**config.mk**
```make
export PLATFORM = sky130hd
export DESIGN_NAME = qk_score_engine
export DESIGN_NICKNAME = d
export VERILOG_FILES = /design/src/rtl/qk_score_engine_pkg.sv /design/src/rtl/qk_score_engine_mac.sv /design/src/rtl/qk_score_engine.sv
export SDC_FILE = /design/constraint.sdc
export NUM_CORES = 2
export LEC_CHECK = 0
export BUFFER_PORTS_ARGS = -buffer_cell sky130_fd_sc_hd__buf_2
export CAP_MARGIN = 10
export CORE_ASPECT_RATIO = 0.9
export CORE_MARGIN = 1.5
export CORE_UTILIZATION = 55
export CTS_CLUSTER_SIZE = 25
export DETAILED_ROUTE_END_ITERATION = 6
export PLACE_DENSITY = 0.71
export SETUP_SLACK_MARGIN = 0.3
export SYNTH_ARGS = -nofsm -noshare
export SYNTH_HDL_FRONTEND = slang
export SYNTH_SLANG_ARGS = --single-unit
```
**constraint.sdc**
```tcl
create_clock -name clk -period 18.05 [get_ports clk]
set_input_delay 3.61 -clock clk [delete_from_list [all_inputs] [get_ports clk]]
set_output_delay 3.61 -clock clk [all_outputs]
set_load 0.03 [all_outputs]
```
**src/rtl/qk_score_engine_pkg.sv**
```systemverilog
// Shared types, sizing constants and the score saturation helper for the
// Q.K^T attention score engine.
package qk_score_engine_pkg;

  localparam int SEQ         = 16;
  localparam int HEAD_DIM    = 8;
  localparam int DATA_W      = 16;
  localparam int SCALE_SHIFT = 1;

  localparam int IDX_W = $clog2(SEQ);
  localparam int DIM_W = $clog2(HEAD_DIM);
  localparam int ACC_W = 2 * DATA_W + $clog2(HEAD_DIM);

  typedef logic signed [DATA_W-1:0]   data_t;
  typedef data_t                      score_t;
  typedef logic signed [2*DATA_W-1:0] prod_t;
  typedef logic signed [ACC_W-1:0]    acc_t;

  typedef enum logic [1:0] {
    IDLE,
    MAC,
    OUT,
    DONE
  } qk_state_t;

  localparam score_t SCORE_MAX = score_t'(2 ** (DATA_W - 1) - 1);
  localparam score_t SCORE_MIN = score_t'(-(2 ** (DATA_W - 1)));
  localparam acc_t   SAT_HI    = acc_t'(2 ** (DATA_W - 1) - 1);
  localparam acc_t   SAT_LO    = acc_t'(-(2 ** (DATA_W - 1)));

  // Arithmetic shift truncates toward minus infinity; no rounding is applied.
  function automatic score_t sat_shift(input acc_t acc);
    acc_t sh;
    sh = acc >>> SCALE_SHIFT;
    if (sh > SAT_HI) begin
      return SCORE_MAX;
    end
    if (sh < SAT_LO) begin
      return SCORE_MIN;
    end
    return score_t'(sh);
  endfunction

endpackage

```
**src/rtl/qk_score_engine_mac.sv**
```systemverilog
// qk_mac: registered signed multiply-accumulate with synchronous clear and
// enable; exposes the value being loaded so the caller can capture the final sum.
module qk_mac
  import qk_score_engine_pkg::*;
(
  input  logic             clk,
  input  logic             rst_n,
  input  logic             clear,
  input  logic             en,
  input  logic [DATA_W-1:0] a,
  input  logic [DATA_W-1:0] b,
  output logic [ACC_W-1:0] acc_next
);

  acc_t  acc_q;
  acc_t  acc_d;
  prod_t prod;

  always_comb begin
    prod  = prod_t'(data_t'(a)) * prod_t'(data_t'(b));
    acc_d = acc_q;
    if (clear) begin
      acc_d = '0;
    end else if (en) begin
      acc_d = acc_q + acc_t'(prod);
    end
  end

  always_ff @(posedge clk or negedge rst_n) begin
    if (!rst_n) begin
      acc_q <= '0;
    end else begin
      acc_q <= acc_d;
    end
  end

  assign acc_next = acc_d;

endmodule

```
**src/rtl/qk_score_engine.sv**
```systemverilog
// Per-head attention score stage: stores Q and K, streams S = (Q.K^T) >>> SCALE_SHIFT.
// Optional causal masking (scores with j > i forced to the minimum) via QK_CAUSAL_MASK_EN.
module qk_score_engine
  import qk_score_engine_pkg::*;
(
  input  logic                       clk,
  input  logic                       rst_n,
  input  logic                       ld_valid,
  output logic                       ld_ready,
  input  logic                       ld_sel,
  input  logic [IDX_W-1:0]           ld_row,
  input  logic [HEAD_DIM*DATA_W-1:0] ld_data,
  input  logic                       start,
  output logic                       busy,
  output logic                       done,
  output logic                       score_valid,
  input  logic                       score_ready,
  output logic [DATA_W-1:0]          score_data,
  output logic [IDX_W-1:0]           score_row,
  output logic [IDX_W-1:0]           score_col
);

  localparam logic [DIM_W-1:0] D_LAST   = DIM_W'(HEAD_DIM - 1);
  localparam logic [IDX_W-1:0] IDX_LAST = IDX_W'(SEQ - 1);

  data_t q_mem [SEQ][HEAD_DIM];
  data_t k_mem [SEQ][HEAD_DIM];

  qk_state_t        state_q, state_d;
  logic [IDX_W-1:0] i_q, i_d;
  logic [IDX_W-1:0] j_q, j_d;
  logic [DIM_W-1:0] d_q, d_d;
  logic             busy_q, busy_d;
  logic             done_q, done_d;
  logic             ld_ready_q, ld_ready_d;
  logic             score_valid_q, score_valid_d;
  score_t           score_data_q, score_data_d;
  logic [IDX_W-1:0] score_row_q, score_row_d;
  logic [IDX_W-1:0] score_col_q, score_col_d;

  logic             ld_fire;
  logic             mac_clear;
  logic             mac_en;
  logic [ACC_W-1:0] mac_acc_next;
  logic [IDX_W-1:0] nxt_i;
  logic [IDX_W-1:0] nxt_j;
  logic             last_col;

  assign ld_fire = ld_valid && ld_ready_q;

  // Storage is deliberately left out of reset so a reset keeps loaded Q/K.
  always_ff @(posedge clk) begin
    if (ld_fire) begin
      for (int e = 0; e < HEAD_DIM; e++) begin
        if (ld_sel) begin
          k_mem[ld_row][e] <= data_t'(ld_data[e*DATA_W +: DATA_W]);
        end else begin
          q_mem[ld_row][e] <= data_t'(ld_data[e*DATA_W +: DATA_W]);
        end
      end
    end
  end

  qk_mac u_mac (
    .clk      (clk),
    .rst_n    (rst_n),
    .clear    (mac_clear),
    .en       (mac_en),
    .a        (q_mem[i_q][d_q]),
    .b        (k_mem[j_q][d_q]),
    .acc_next (mac_acc_next)
  );

  assign last_col = (j_q == IDX_LAST);
  assign nxt_j    = last_col ? '0 : j_q + IDX_W'(1);
  assign nxt_i    = last_col ? i_q + IDX_W'(1) : i_q;

  always_comb begin
    state_d       = state_q;
    i_d           = i_q;
    j_d           = j_q;
    d_d           = d_q;
    busy_d        = busy_q;
    done_d        = 1'b0;
    score_valid_d = score_valid_q;
    score_data_d  = score_data_q;
    score_row_d   = score_row_q;
    score_col_d   = score_col_q;
    mac_clear     = 1'b0;
    mac_en        = 1'b0;

    case (state_q)
      IDLE: begin
        if (start) begin
          state_d   = MAC;
          i_d       = '0;
          j_d       = '0;
          d_d       = '0;
          mac_clear = 1'b1;
          busy_d    = 1'b1;
        end
      end

      MAC: begin
        mac_en = 1'b1;
        d_d    = d_q + DIM_W'(1);
        // The final product is folded in here so the score registers with OUT.
        if (d_q == D_LAST) begin
          state_d       = OUT;
          d_d           = '0;
          score_valid_d = 1'b1;
          score_data_d  = sat_shift(acc_t'(mac_acc_next));
          score_row_d   = i_q;
          score_col_d   = j_q;
        end
      end

      OUT: begin
        if (score_ready) begin
          score_valid_d = 1'b0;
          if (last_col && (i_q == IDX_LAST)) begin
            state_d = DONE;
            busy_d  = 1'b0;
            done_d  = 1'b1;
          end else begin
            state_d   = MAC;
            i_d       = nxt_i;
            j_d       = nxt_j;
            d_d       = '0;
            mac_clear = 1'b1;
`ifdef QK_CAUSAL_MASK_EN
            if (nxt_j > nxt_i) begin
              state_d       = OUT;
              score_valid_d = 1'b1;
              score_data_d  = SCORE_MIN;
              score_row_d   = nxt_i;
              score_col_d   = nxt_j;
            end
`endif
          end
        end
      end

      DONE: begin
        state_d = IDLE;
      end

      default: begin
        state_d = IDLE;
      end
    endcase

    ld_ready_d = (state_d == IDLE);
  end

  always_ff @(posedge clk or negedge rst_n) begin
    if (!rst_n) begin
      state_q       <= IDLE;
      i_q           <= '0;
      j_q           <= '0;
      d_q           <= '0;
      busy_q        <= 1'b0;
      done_q        <= 1'b0;
      ld_ready_q    <= 1'b0;
      score_valid_q <= 1'b0;
      score_data_q  <= '0;
      score_row_q   <= '0;
      score_col_q   <= '0;
    end else begin
      state_q       <= state_d;
      i_q           <= i_d;
      j_q           <= j_d;
      d_q           <= d_d;
      busy_q        <= busy_d;
      done_q        <= done_d;
      ld_ready_q    <= ld_ready_d;
      score_valid_q <= score_valid_d;
      score_data_q  <= score_data_d;
      score_row_q   <= score_row_d;
      score_col_q   <= score_col_d;
    end
  end

  assign ld_ready    = ld_ready_q;
  assign busy        = busy_q;
  assign done        = done_q;
  assign score_valid = score_valid_q;
  assign score_data  = score_data_q;
  assign score_row   = score_row_q;
  assign score_col   = score_col_q;

endmodule
```
==> results.toml <==
[status]
status = "complete, no violations"

[grt]
met3_usage_pct = 5.571
grt_pass1_wl_um = 599300
grt_max_degree = 123
grt_antenna_before_repair = 60
grt_overflow = 0
grtUsageMet1_pct = 39.91
grt_usage_pct = 26.72
grt_pass1_vias = 82770
use_met2_pct = 41.52
grt_busiest_layer = "met2"

[yosys]
synth_area_per_cell_um2 = 22.40
syn_nets = 8176
syn_inst = 7620
ys_types = 72
synthArstFlopShare_pct = 1.822
synth_edf_count = 4096
ys_seq_area_share_pct = 73.17
synth_seq_cells = 4172
yosys_warnings = 0
syn_area_mm2 = 0.1707
synthFlopType = "edfxtp_1"

[placement]
dp_hpwl_um = 224800
gp_congestion = 0.8906
io_buffers = 165

[detailed_routing]
dr.pass1.iters = 6
ant_nets = 0
drc_errors = 0
drt-total-wl_um = 414600
drt_iter0_markers = 10870
viasPerCell = 6.566
vias = 81580
avgRoutedWirePerCell_um = 33.37

[setup_path]
slowest_stage = "dfrtp_4"
cp-start-kind = "flip-flop"
cp_common_cell = "fa_1"
critPathRequiredTime_ns = 18.89
crit_type = "reg -> reg"
critPathCaptureType = "flip-flop"
slowest_delay_ns = 0.86
cp.arrival_ns = 13.38
worstPathMaxFanout = 38

[sta]
drv_slew = 0
rsz0062_at_grt = "false"
period_needed_ns = 12.54
finalSetupViolCount = 0
fin_skew_ns = 0.06451
relSlewSlack_pct = 11.76
fmax_mhz = 79.75
fin_crit_sh_pct = 69.47
setup_tns_ns = 0
worst_pin_slew_ns = 1.321
hold_viol_final = 0

[clocking]
cts_buffers = 407
clock_path_buffers = 4
post_cts.repair.setup_buffers = 0
cts_hold_buffers = 0
clock_latency_ns = 0.96
cts-root-buf = "clkbuf_16"
cts_resized = 0
htree_levels = 5
clock-sinks = 4172
cts_tree = "built"
clkTransAtPathRegs_ns = 0.06

[layout]
drive_gt1_share_pct = 27.97
final_cell_mix = "4096 x edfxtp_1, 1316 x mux4_2, 410 x clkbuf_16"
fin_nets = 8551
final_common_cell = "edfxtp_1"
syn2layout_area_growth_pct = 11.14

[floorplanning]
io_pins = 166
start_util_pct = 55.44
core_area_mm2 = 0.3079
die_w_um = 590.2
num_rows = 193
die_area_mm2 = 0.3137
dieHeight_um = 531.5

[min_path]
holdCritPathClass = "reg -> reg"

[job]
maxCapViolCount = 0
==> area by class of cell <==
type	instances	area [um^2]
fillers	20530	118200
multi-input cells	2691	42860
inverters	381	1430
well taps	4095	5124
diodes	10	25.02
repair buffers	342	2495
flip-flops and latches	4172	124900
clock inverters	244	2265
clock buffers	489	10570
==> layer usage <==
layer | vias to the layer above | routed length (um)
met5 | - | 224
met1 | 44270 | 166400
met2 | 4471 | 196100
li1 | 32160 | -
met3 | 638 | 42990
met4 | 36 | 8936
==> Yosys cell counts (8+ instances only) <==
library cell  instances  area (um^2)
a211oi_1             16        120.1
a21o_1                8        60.06
a21oi_1              65        325.3
a22oi_1               9        67.56
a31oi_1               9        56.30
and2_1               10        62.56
and3_1               12        75.07
buf_1                36        135.1
buf_2               100        500.5
buf_4                43        322.8
buf_6                11        123.9
clkbuf_1            185        694.4
dfrtp_1              76         1902
edfxtp_1           4096       123000
fa_1                310         6206
ha_1                108         1351
inv_1               378         1419
mux2_2               21        236.5
mux2i_1              28        280.3
mux4_2             1316        29640
nand2_1             181        679.4
nand2b_1             25        156.4
nand3_1              33        165.2
nand4_1              11        68.82
nor2_1              249        934.7
nor2b_1              16        100.1
nor3_1               31        155.2
o211ai_1             10        75.07
o21a_1                8        60.06
o21ai_0              51        255.2
or2_2                22        137.6
xnor2_1              16        140.1
==> worst paths after layout <==
check                        startpoint       endpoint  slack (ns)  cells after the start
min in group asynchronous         rst_n  score_data[3]        2.88                      1
hold reg to reg            score_row[3]   score_row[3]        0.48                      2
max in group asynchronous         rst_n         d_q[1]       14.35                      1
hold / removal             score_row[3]   score_row[3]        0.48                      2
setup reg to reg                 i_q[0]  score_data[7]        5.51                     30
setup / recovery                 i_q[0]  score_data[7]        5.51                     30
==> cells by family (layout without fill, tap and decap cells) <==
logic type	Yosys count	count (layout)	share of synthesized area [%]
muxes	1375	1375	17.78
buffers and inverters	757	1456	1.882
xor gates and xnor gates	23	23	0.1180
other	0	10	0
DFF	4172	4172	73.17
AOI/OAI and AO/OA	253	253	0.9874
adders and majority gates	418	418	4.428
and+or+nand+nor	622	622	1.627
==> through the flow <==
stage / instance area, um^2 / setup slack (ns) / util [%] / hold WS, ns / instances
final: 189700 / 5.511 / 61.61 / 0.4760 / 12420
after global routing: 189700 / 4.600 / 61.61 / 0.5027 / 12420
after CTS: 189700 / 5.403 / 61.61 / 0.4770 / 12410
after detailed placement: 176900 / 5.453 / 57.44 / 0.4626 / 11680
after global placement: 176900 / 5.647 / 57.44 / 0.4656 / 11680
after floorplan: 170700 / 4.266 / - / 0.4876 / 7620
==> critical path, delay by kind of cell, from the launching register on <==
family	cells	cell delay, ns
multiplexers	4	1.77
adder cells (fa/ha/maj)	7	3.29
AO/OA/AOI/OAI	8	2.87
AND/OR/NAND/NOR	4	0.81
buffers and inverters	7	2.67
flip-flops	1	0.86
==> flip-flops by register name (all words and copies together), names as in the netlist <==
signal,cells
u_mac.acc_q,35
score_row,4
score_valid,1
score_col,4
i_q,4
k_mem,2048
d_q,3
q_mem,2048
done,1
state_q,2
score_data,16
j_q,4
busy,1
ld_ready,1
Power is left out: the tool's default activity adds up to more than one toggle a clock period on the data nets, which glitch-free logic cannot reach.
